### src/rtl/uart_rx_buffer.sv
`timescale 1ns/1ps
// uart_rx_buffer: 8N1 UART receiver feeding a first-word fall-through byte FIFO.
// Start-bit glitches are rejected. A stop bit sampled low drops the byte and
// raises a sticky frame error. A byte arriving while the FIFO is full is
// dropped and raises a sticky overrun.
module uart_rx_buffer #(
  parameter int BUS_FREQ        = 100,
  parameter int BAUD            = 115200,
  parameter int FIFO_DEPTH_LOG2 = 3
) (
  input  logic       clk,
  input  logic       rst,
  input  logic       rx,
  input  logic       rd_en,
  input  logic       clr_err,
  output logic [7:0] rx_data,
  output logic       rx_valid,
  output logic       rx_full,
  output logic       overrun,
  output logic       frame_err
);

  localparam int CLKS_PER_BIT = (BUS_FREQ * 1_000_000) / BAUD;
  localparam int HALF_BIT     = CLKS_PER_BIT / 2;
  localparam int DEPTH        = 1 << FIFO_DEPTH_LOG2;
  localparam int CNT_W        = (CLKS_PER_BIT > 1) ? $clog2(CLKS_PER_BIT) : 1;
  localparam int OCC_W        = FIFO_DEPTH_LOG2 + 1;

  // The counter counts down to zero, so the load value is one less than the interval.
  localparam logic [CNT_W-1:0] FULL_LOAD = CNT_W'(CLKS_PER_BIT - 1);
  localparam logic [CNT_W-1:0] HALF_LOAD = CNT_W'((HALF_BIT > 0) ? HALF_BIT - 1 : 0);
  localparam logic [CNT_W-1:0] BAUD_ONE  = CNT_W'(1);

  localparam logic [FIFO_DEPTH_LOG2-1:0] PTR_ONE  = FIFO_DEPTH_LOG2'(1);
  localparam logic [OCC_W-1:0]           OCC_ONE  = OCC_W'(1);
  localparam logic [OCC_W-1:0]           OCC_FULL = OCC_W'(DEPTH);

  typedef enum logic [2:0] {
    IDLE,
    START,
    DATA,
    STOP,
    WAIT_IDLE
  } state_t;

  logic [1:0]       r_sync;
  logic             w_rx;
  state_t           r_state;
  logic [CNT_W-1:0] r_baud_cnt;
  logic [2:0]       r_bit_cnt;
  logic [7:0]       r_shift;
  logic             r_push;
  logic             r_ferr_evt;

  logic [7:0]                 r_mem [DEPTH];
  logic [FIFO_DEPTH_LOG2-1:0] r_wr_ptr;
  logic [FIFO_DEPTH_LOG2-1:0] r_rd_ptr;
  logic [FIFO_DEPTH_LOG2-1:0] w_rd_ptr_inc;
  logic [OCC_W-1:0]           r_count;
  logic [7:0]                 r_head;
  logic                       r_overrun;
  logic                       r_frame_err;

  logic w_full;
  logic w_pop;
  logic w_wr;
  logic w_ovf_evt;

  // Two-flop synchronizer. It resets to the idle-high line level, so nothing
  // starts on the first clock after reset is released.
  always_ff @(posedge clk or negedge rst) begin
    if (!rst) r_sync <= 2'b11;
    else      r_sync <= {r_sync[0], rx};
  end

  assign w_rx = r_sync[1];

  // Receive FSM. It samples mid-bit and emits one-cycle push and frame-error pulses.
  always_ff @(posedge clk or negedge rst) begin
    if (!rst) begin
      r_state    <= IDLE;
      r_baud_cnt <= '0;
      r_bit_cnt  <= '0;
      r_shift    <= '0;
      r_push     <= 1'b0;
      r_ferr_evt <= 1'b0;
    end else begin
      r_push     <= 1'b0;
      r_ferr_evt <= 1'b0;
      case (r_state)
        IDLE: begin
          if (!w_rx) begin
            r_state    <= START;
            r_bit_cnt  <= '0;
            r_baud_cnt <= HALF_LOAD;
          end
        end
        START: begin
          if (r_baud_cnt == '0) begin
            if (!w_rx) begin
              r_state    <= DATA;
              r_baud_cnt <= FULL_LOAD;
            end else begin
              // The line went high again before mid start bit: treat it as noise.
              r_state <= IDLE;
            end
          end else begin
            r_baud_cnt <= r_baud_cnt - BAUD_ONE;
          end
        end
        DATA: begin
          if (r_baud_cnt == '0) begin
            r_shift    <= {w_rx, r_shift[7:1]};
            r_baud_cnt <= FULL_LOAD;
            if (r_bit_cnt == 3'd7) r_state <= STOP;
            else                   r_bit_cnt <= r_bit_cnt + 3'd1;
          end else begin
            r_baud_cnt <= r_baud_cnt - BAUD_ONE;
          end
        end
        STOP: begin
          if (r_baud_cnt == '0) begin
            if (w_rx) begin
              r_push  <= 1'b1;
              r_state <= IDLE;
            end else begin
              r_ferr_evt <= 1'b1;
              r_state    <= WAIT_IDLE;
            end
          end else begin
            r_baud_cnt <= r_baud_cnt - BAUD_ONE;
          end
        end
        WAIT_IDLE: begin
          // Stay here for a held-low line (break) so it yields only one frame error.
          if (w_rx) r_state <= IDLE;
        end
        default: r_state <= IDLE;
      endcase
    end
  end

  assign w_full       = (r_count == OCC_FULL);
  assign w_pop        = rd_en && (r_count != '0);
  assign w_wr         = r_push && (!w_full || w_pop);
  assign w_ovf_evt    = r_push && w_full && !w_pop;
  assign w_rd_ptr_inc = r_rd_ptr + PTR_ONE;

  // FIFO storage. It has no reset and only the write port is clocked.
  always_ff @(posedge clk) begin
    if (w_wr) r_mem[r_wr_ptr] <= r_shift;
  end

  // Pointers and occupancy. The pointers wrap naturally at the FIFO depth.
  always_ff @(posedge clk or negedge rst) begin
    if (!rst) begin
      r_wr_ptr <= '0;
      r_rd_ptr <= '0;
      r_count  <= '0;
    end else begin
      if (w_wr)  r_wr_ptr <= r_wr_ptr + PTR_ONE;
      if (w_pop) r_rd_ptr <= w_rd_ptr_inc;
      case ({w_wr, w_pop})
        2'b10:   r_count <= r_count + OCC_ONE;
        2'b01:   r_count <= r_count - OCC_ONE;
        default: r_count <= r_count;
      endcase
    end
  end

  // Registered head byte for fall-through reads. It holds its last value when the FIFO empties.
  always_ff @(posedge clk or negedge rst) begin
    if (!rst) begin
      r_head <= 8'h00;
    end else if (w_pop) begin
      if (r_count > OCC_ONE) r_head <= r_mem[w_rd_ptr_inc];
      else if (w_wr)         r_head <= r_shift;
    end else if (w_wr && (r_count == '0)) begin
      r_head <= r_shift;
    end
  end

  // Sticky error flags. A new error event takes priority over a clear in the same cycle.
  always_ff @(posedge clk or negedge rst) begin
    if (!rst) begin
      r_overrun   <= 1'b0;
      r_frame_err <= 1'b0;
    end else begin
      if (w_ovf_evt)    r_overrun <= 1'b1;
      else if (clr_err) r_overrun <= 1'b0;
      if (r_ferr_evt)   r_frame_err <= 1'b1;
      else if (clr_err) r_frame_err <= 1'b0;
    end
  end

  assign rx_data   = r_head;
  assign rx_valid  = (r_count != '0);
  assign rx_full   = w_full;
  assign overrun   = r_overrun;
  assign frame_err = r_frame_err;

endmodule

### config.mk
export PLATFORM = sky130hd
export DESIGN_NAME = uart_rx_buffer
export DESIGN_NICKNAME = d
export VERILOG_FILES = /design/src/rtl/uart_rx_buffer.sv
export SDC_FILE = /design/constraint.sdc
export NUM_CORES = 1
export LEC_CHECK = 0
export ABC_AREA = 0
export CAP_MARGIN = 20
export CELL_PAD_IN_SITES_DETAIL_PLACEMENT = 0
export CELL_PAD_IN_SITES_GLOBAL_PLACEMENT = 1
export CORE_UTILIZATION = 50
export CTS_CLUSTER_SIZE = 30
export DETAILED_ROUTE_END_ITERATION = 12
export PLACE_DENSITY_LB_ADDON = 0.1
export RECOVER_POWER = 25
export SETUP_SLACK_MARGIN = 0.02
export SKIP_CTS_REPAIR_TIMING = 1
export SYNTH_ARGS = -nofsm -noshare
export SYNTH_HDL_FRONTEND = slang
export SYNTH_SLANG_ARGS = --single-unit
### constraint.sdc
create_clock -name clk -period 3.2 [get_ports clk]
set_input_delay 0.48 -clock clk [delete_from_list [all_inputs] [get_ports clk]]
set_output_delay 0.48 -clock clk [all_outputs]
set_load 0.03 [all_outputs]
==> summary.md <==
| Metric | Value |
|---|---|
| Synth top area share | 0.3813 |
| Htree depth | 3 |
| Area after DPL | roughly 0.0053 mm² |
| Net switching power | around 0.96 mW |
| WL final | roughly 9 mm |
| Number of fill cells in the layout | between 800 and 900 |
| Routed via count | 2,827 |
| Worst path arrival time | approximately 2300 ps |
| Number of synthesized flops with an enable pin | 64 |
| CP Max Fanout | 6 |
| Clk sinks | about 110 |
| GP Congestion | slightly below 0.8 |
| Fin Hold WS | slightly above 200 ps |
| Area leader, netlist | edfxtp_1 |
| Design area | between 0.005 and 0.006 mm² |
| Routed len/inst | 18.14 µm |
| Tcrit/Tclk final | 0.8735 |
| Worst-margin pin slew | roughly 860 ps |
| Yosys reg bits | 112 |
| # IOs | 17 |
| DRC Markers | 0 |
| Post-route ant nets | 0 |
| Dpl hpwl | about 6.1 mm |
| IO buf count | 16 |
| Initial core utilization | 0.5156 |
| Achievable frequency | between 300 and 400 MHz |
| Period minus WS final | 2795 ps |
| Synth top area cells | edfxtp_1 38%, dfrtp_1 23%, mux4_2 7.1%, mux2_2 2.2%, ha_1 2.0% |
| Post-synthesis net count | between 300 and 400 |
| Total grt overflow | 0 |
| Cell Rows | 36 |
| Capturing element type of the critical path | output pin |
| Initial DRC count | 95 |
| Fin. Hold Viols | 0 |
| Mapped Avg Cell Area | ~15 µm² |
| Status | completed |
| CTS Buf Count | 9 |
| Seq/Total Area, Yosys | 0.6202 |
| Initial antenna violation count | 0 |
| Dpl cells | about 480 |
| Post-synth cell types | 67 |
| Finished Layout Cells | 499 |
| # diodes | 0 |
| Pre-CTS setup slack | 670.0 ps |
| Setup CP Type | reg -> out |
| Share of cells above drive strength 1 | 0.1913 |
| Lkg Pwr | 2.234 nW |
| Clock power frac | 0.268 |
| Die width | between 100 and 150 µm |
| Startpoint Class | register |
| Clock transition at path regs | 110 ps |
| Setup Skew | 7.142 ps |
| Setup violations, final | 0 |
| Pre-Repair DR Iteration Count | 4 |
| Post-Syn Area | around 0.005 mm² |
| Pwr Density | 578.1 mW/mm² |
| Internal | roughly 2.2 mW |
| Net Sw Frac | 0.3024 |
| First-pass GRT wire length | 15.03 mm |
| Worst skew pair latency | roughly 370 ps |
| Comb pwr share | 0.223 |
| Layout Nets | 374 |
| Syn. warnings | 0 |
| CTS root buf | clkbuf_8 |
| Smallest setup slack after layout | slightly above 400 ps |
| Worst IR Drop VDD | roughly 0.64 mV |
| Gate Count Post-Synth | around 340 |
| Async S/R FF share, synth | 0.4286 |
| Tightest Hold Check Type | in -> async |
| Reg power frac | 0.509 |
| Layout area overhead | 9.285% |
| Max cap viols | 0 |
| Tot GR Track Use | 0.1953 |
| Max_slew headroom | 0.4251 |
| TritonCTS clock tree | built |
| Vias per cell | 5.665 |
| RSZ-0062 raised after global routing | false |
| Core area | 0.009774 mm² |
| Die area | between 0.01 and 0.015 mm² |
| Die height | slightly above 100 µm |
| Worst Path Required | 2720 ps |
| Largest net degree at the start of global routing | 36 |
| Main synth FF type | edfxtp_1 |
| Post-route setup TNS | 0 ps |
| Slew Limit Fails | 0 |
| Clock Tree Buf Depth | 2 |
| Number of global-route vias before repair | about 2,900 |
flip-flops by register name, indices dropped and copies added (netlist names), 2 cells and up:
name / flops
r_shift: 8
r_baud_cnt: 10
rx_data: 8
r_bit_cnt: 3
r_state: 3
r_count: 4
r_rd_ptr: 3
r_sync: 2
r_mem: 64
r_wr_ptr: 3
placed cells by master (no fill, tap or decap), types with 3 or more instances in the layout:
cell type | netlist | routed
clkbuf_8 | 1 | 9
buf_4 | 3 | 10
mux4_2 | 16 | 16
nand2_1 | 13 | 13
inv_8 | 0 | 3
dfrtp_1 | 46 | 46
inv_1 | 22 | 22
nand3_1 | 5 | 5
edfxtp_1 | 64 | 64
xnor2_1 | 5 | 5
o221ai_1 | 8 | 8
a211oi_1 | 4 | 4
ha_1 | 8 | 8
nand2b_1 | 3 | 3
clkdlybuf4s50_1 | 0 | 14
nand4_1 | 15 | 15
nor2_1 | 14 | 14
a31oi_1 | 5 | 5
mux2_2 | 10 | 10
mux2i_1 | 10 | 10
a21o_1 | 4 | 4
o21ai_0 | 4 | 4
o22ai_1 | 4 | 4
nor3_1 | 7 | 7
a21oi_1 | 4 | 4
layer usage:
metal | vias up | share of wire | global-route usage
met5 | - | 0 | 0
met4 | 0 | 0.0044 | 0.04615
met3 | 4 | 0.033 | 0.05814
met2 | 46 | 0.49 | 0.3144
met1 | 1403 | 0.48 | 0.2622
li1 | 1374 | - | -
worst max-delay path, stage by stage, from the launching register on:
cell             delay [ps]
dfrtp_1                 460
inv_1                   120
ha_1                    250
or3b_1                  480
clkdlybuf4s50_1         640
power by group through the flow:
stage | clock, mW | combinational, mW | sequential, mW
floorplan | 0 | 0.611 | 1.63
global placement | 0 | 0.723 | 1.65
detailed placement | 0 | 0.725 | 1.65
CTS | 0.880 | 0.725 | 1.62
global route | 0.932 | 0.775 | 1.63
finish | 0.854 | 0.710 | 1.62
kinds of logic (layout without fill, tap and decap cells):
group / after synthesis / count (layout) / share of synthesized area
compound gates: 61 / 61 / 0.09633
buf+inv: 40 / 64 / 0.04295
simple gates: 77 / 77 / 0.09161
flops: 112 / 112 / 0.6202
xor+xnor: 8 / 8 / 0.01539
fa+ha+maj: 8 / 8 / 0.01986
mux: 36 / 36 / 0.1137
cells in the mapped netlist (5+ instances only):
cell,n
ha_1,8
inv_1,22
mux2_2,10
nor3_1,7
buf_2,6
mux2i_1,10
o221ai_1,8
nand4_1,15
buf_6,5
nand3_1,5
xnor2_1,5
mux4_2,16
a31oi_1,5
nor2_1,14
dfrtp_1,46
nand2_1,13
edfxtp_1,64
final cells by class:
| type | instances | area, µm² | share of cell area |
|---|---|---|---|
| flip-flops and latches | 112 | 3126 | 0.5675 |
| multi-input cells | 190 | 1698 | 0.3083 |
| repair buffers | 26 | 230.2 | 0.04180 |
| well taps | 133 | 166.4 | 0.03021 |
| clock buffers | 10 | 148.9 | 0.02703 |
| inverters | 22 | 82.58 | 0.01499 |
| clock inverters | 6 | 56.30 | 0.01022 |
worst paths after layout:
check	from	end	slack, ps	cells after the start
worst min register to register	r_sync[0]$_DFF_PN1_	r_sync[1]$_DFF_PN1_	370	0
worst min-delay path	rst	r_count[3]$_DFFE_PN0P_	210	1
min in group clk	r_sync[0]$_DFF_PN1_	r_sync[1]$_DFF_PN1_	370	0
max in group asynchronous	rst	r_sync[0]$_DFF_PN1_	2210	2
worst max-delay path	r_count[1]$_DFFE_PN0P_	rx_valid	400	4
worst max register to register	r_baud_cnt[0]$_DFFE_PN0P_	r_baud_cnt[7]$_DFFE_PN0P_	790	6
through the flow:
step	power, mW	utilization
2_1_floorplan	2.242	-
3_3_place_gp	2.374	0.5425
6_report	3.184	0.5635
3_5_place_dp	2.377	0.5425
4_1_cts	3.228	0.5635
5_1_grt	3.336	0.5635
Power figures use the tool's default switching activity.
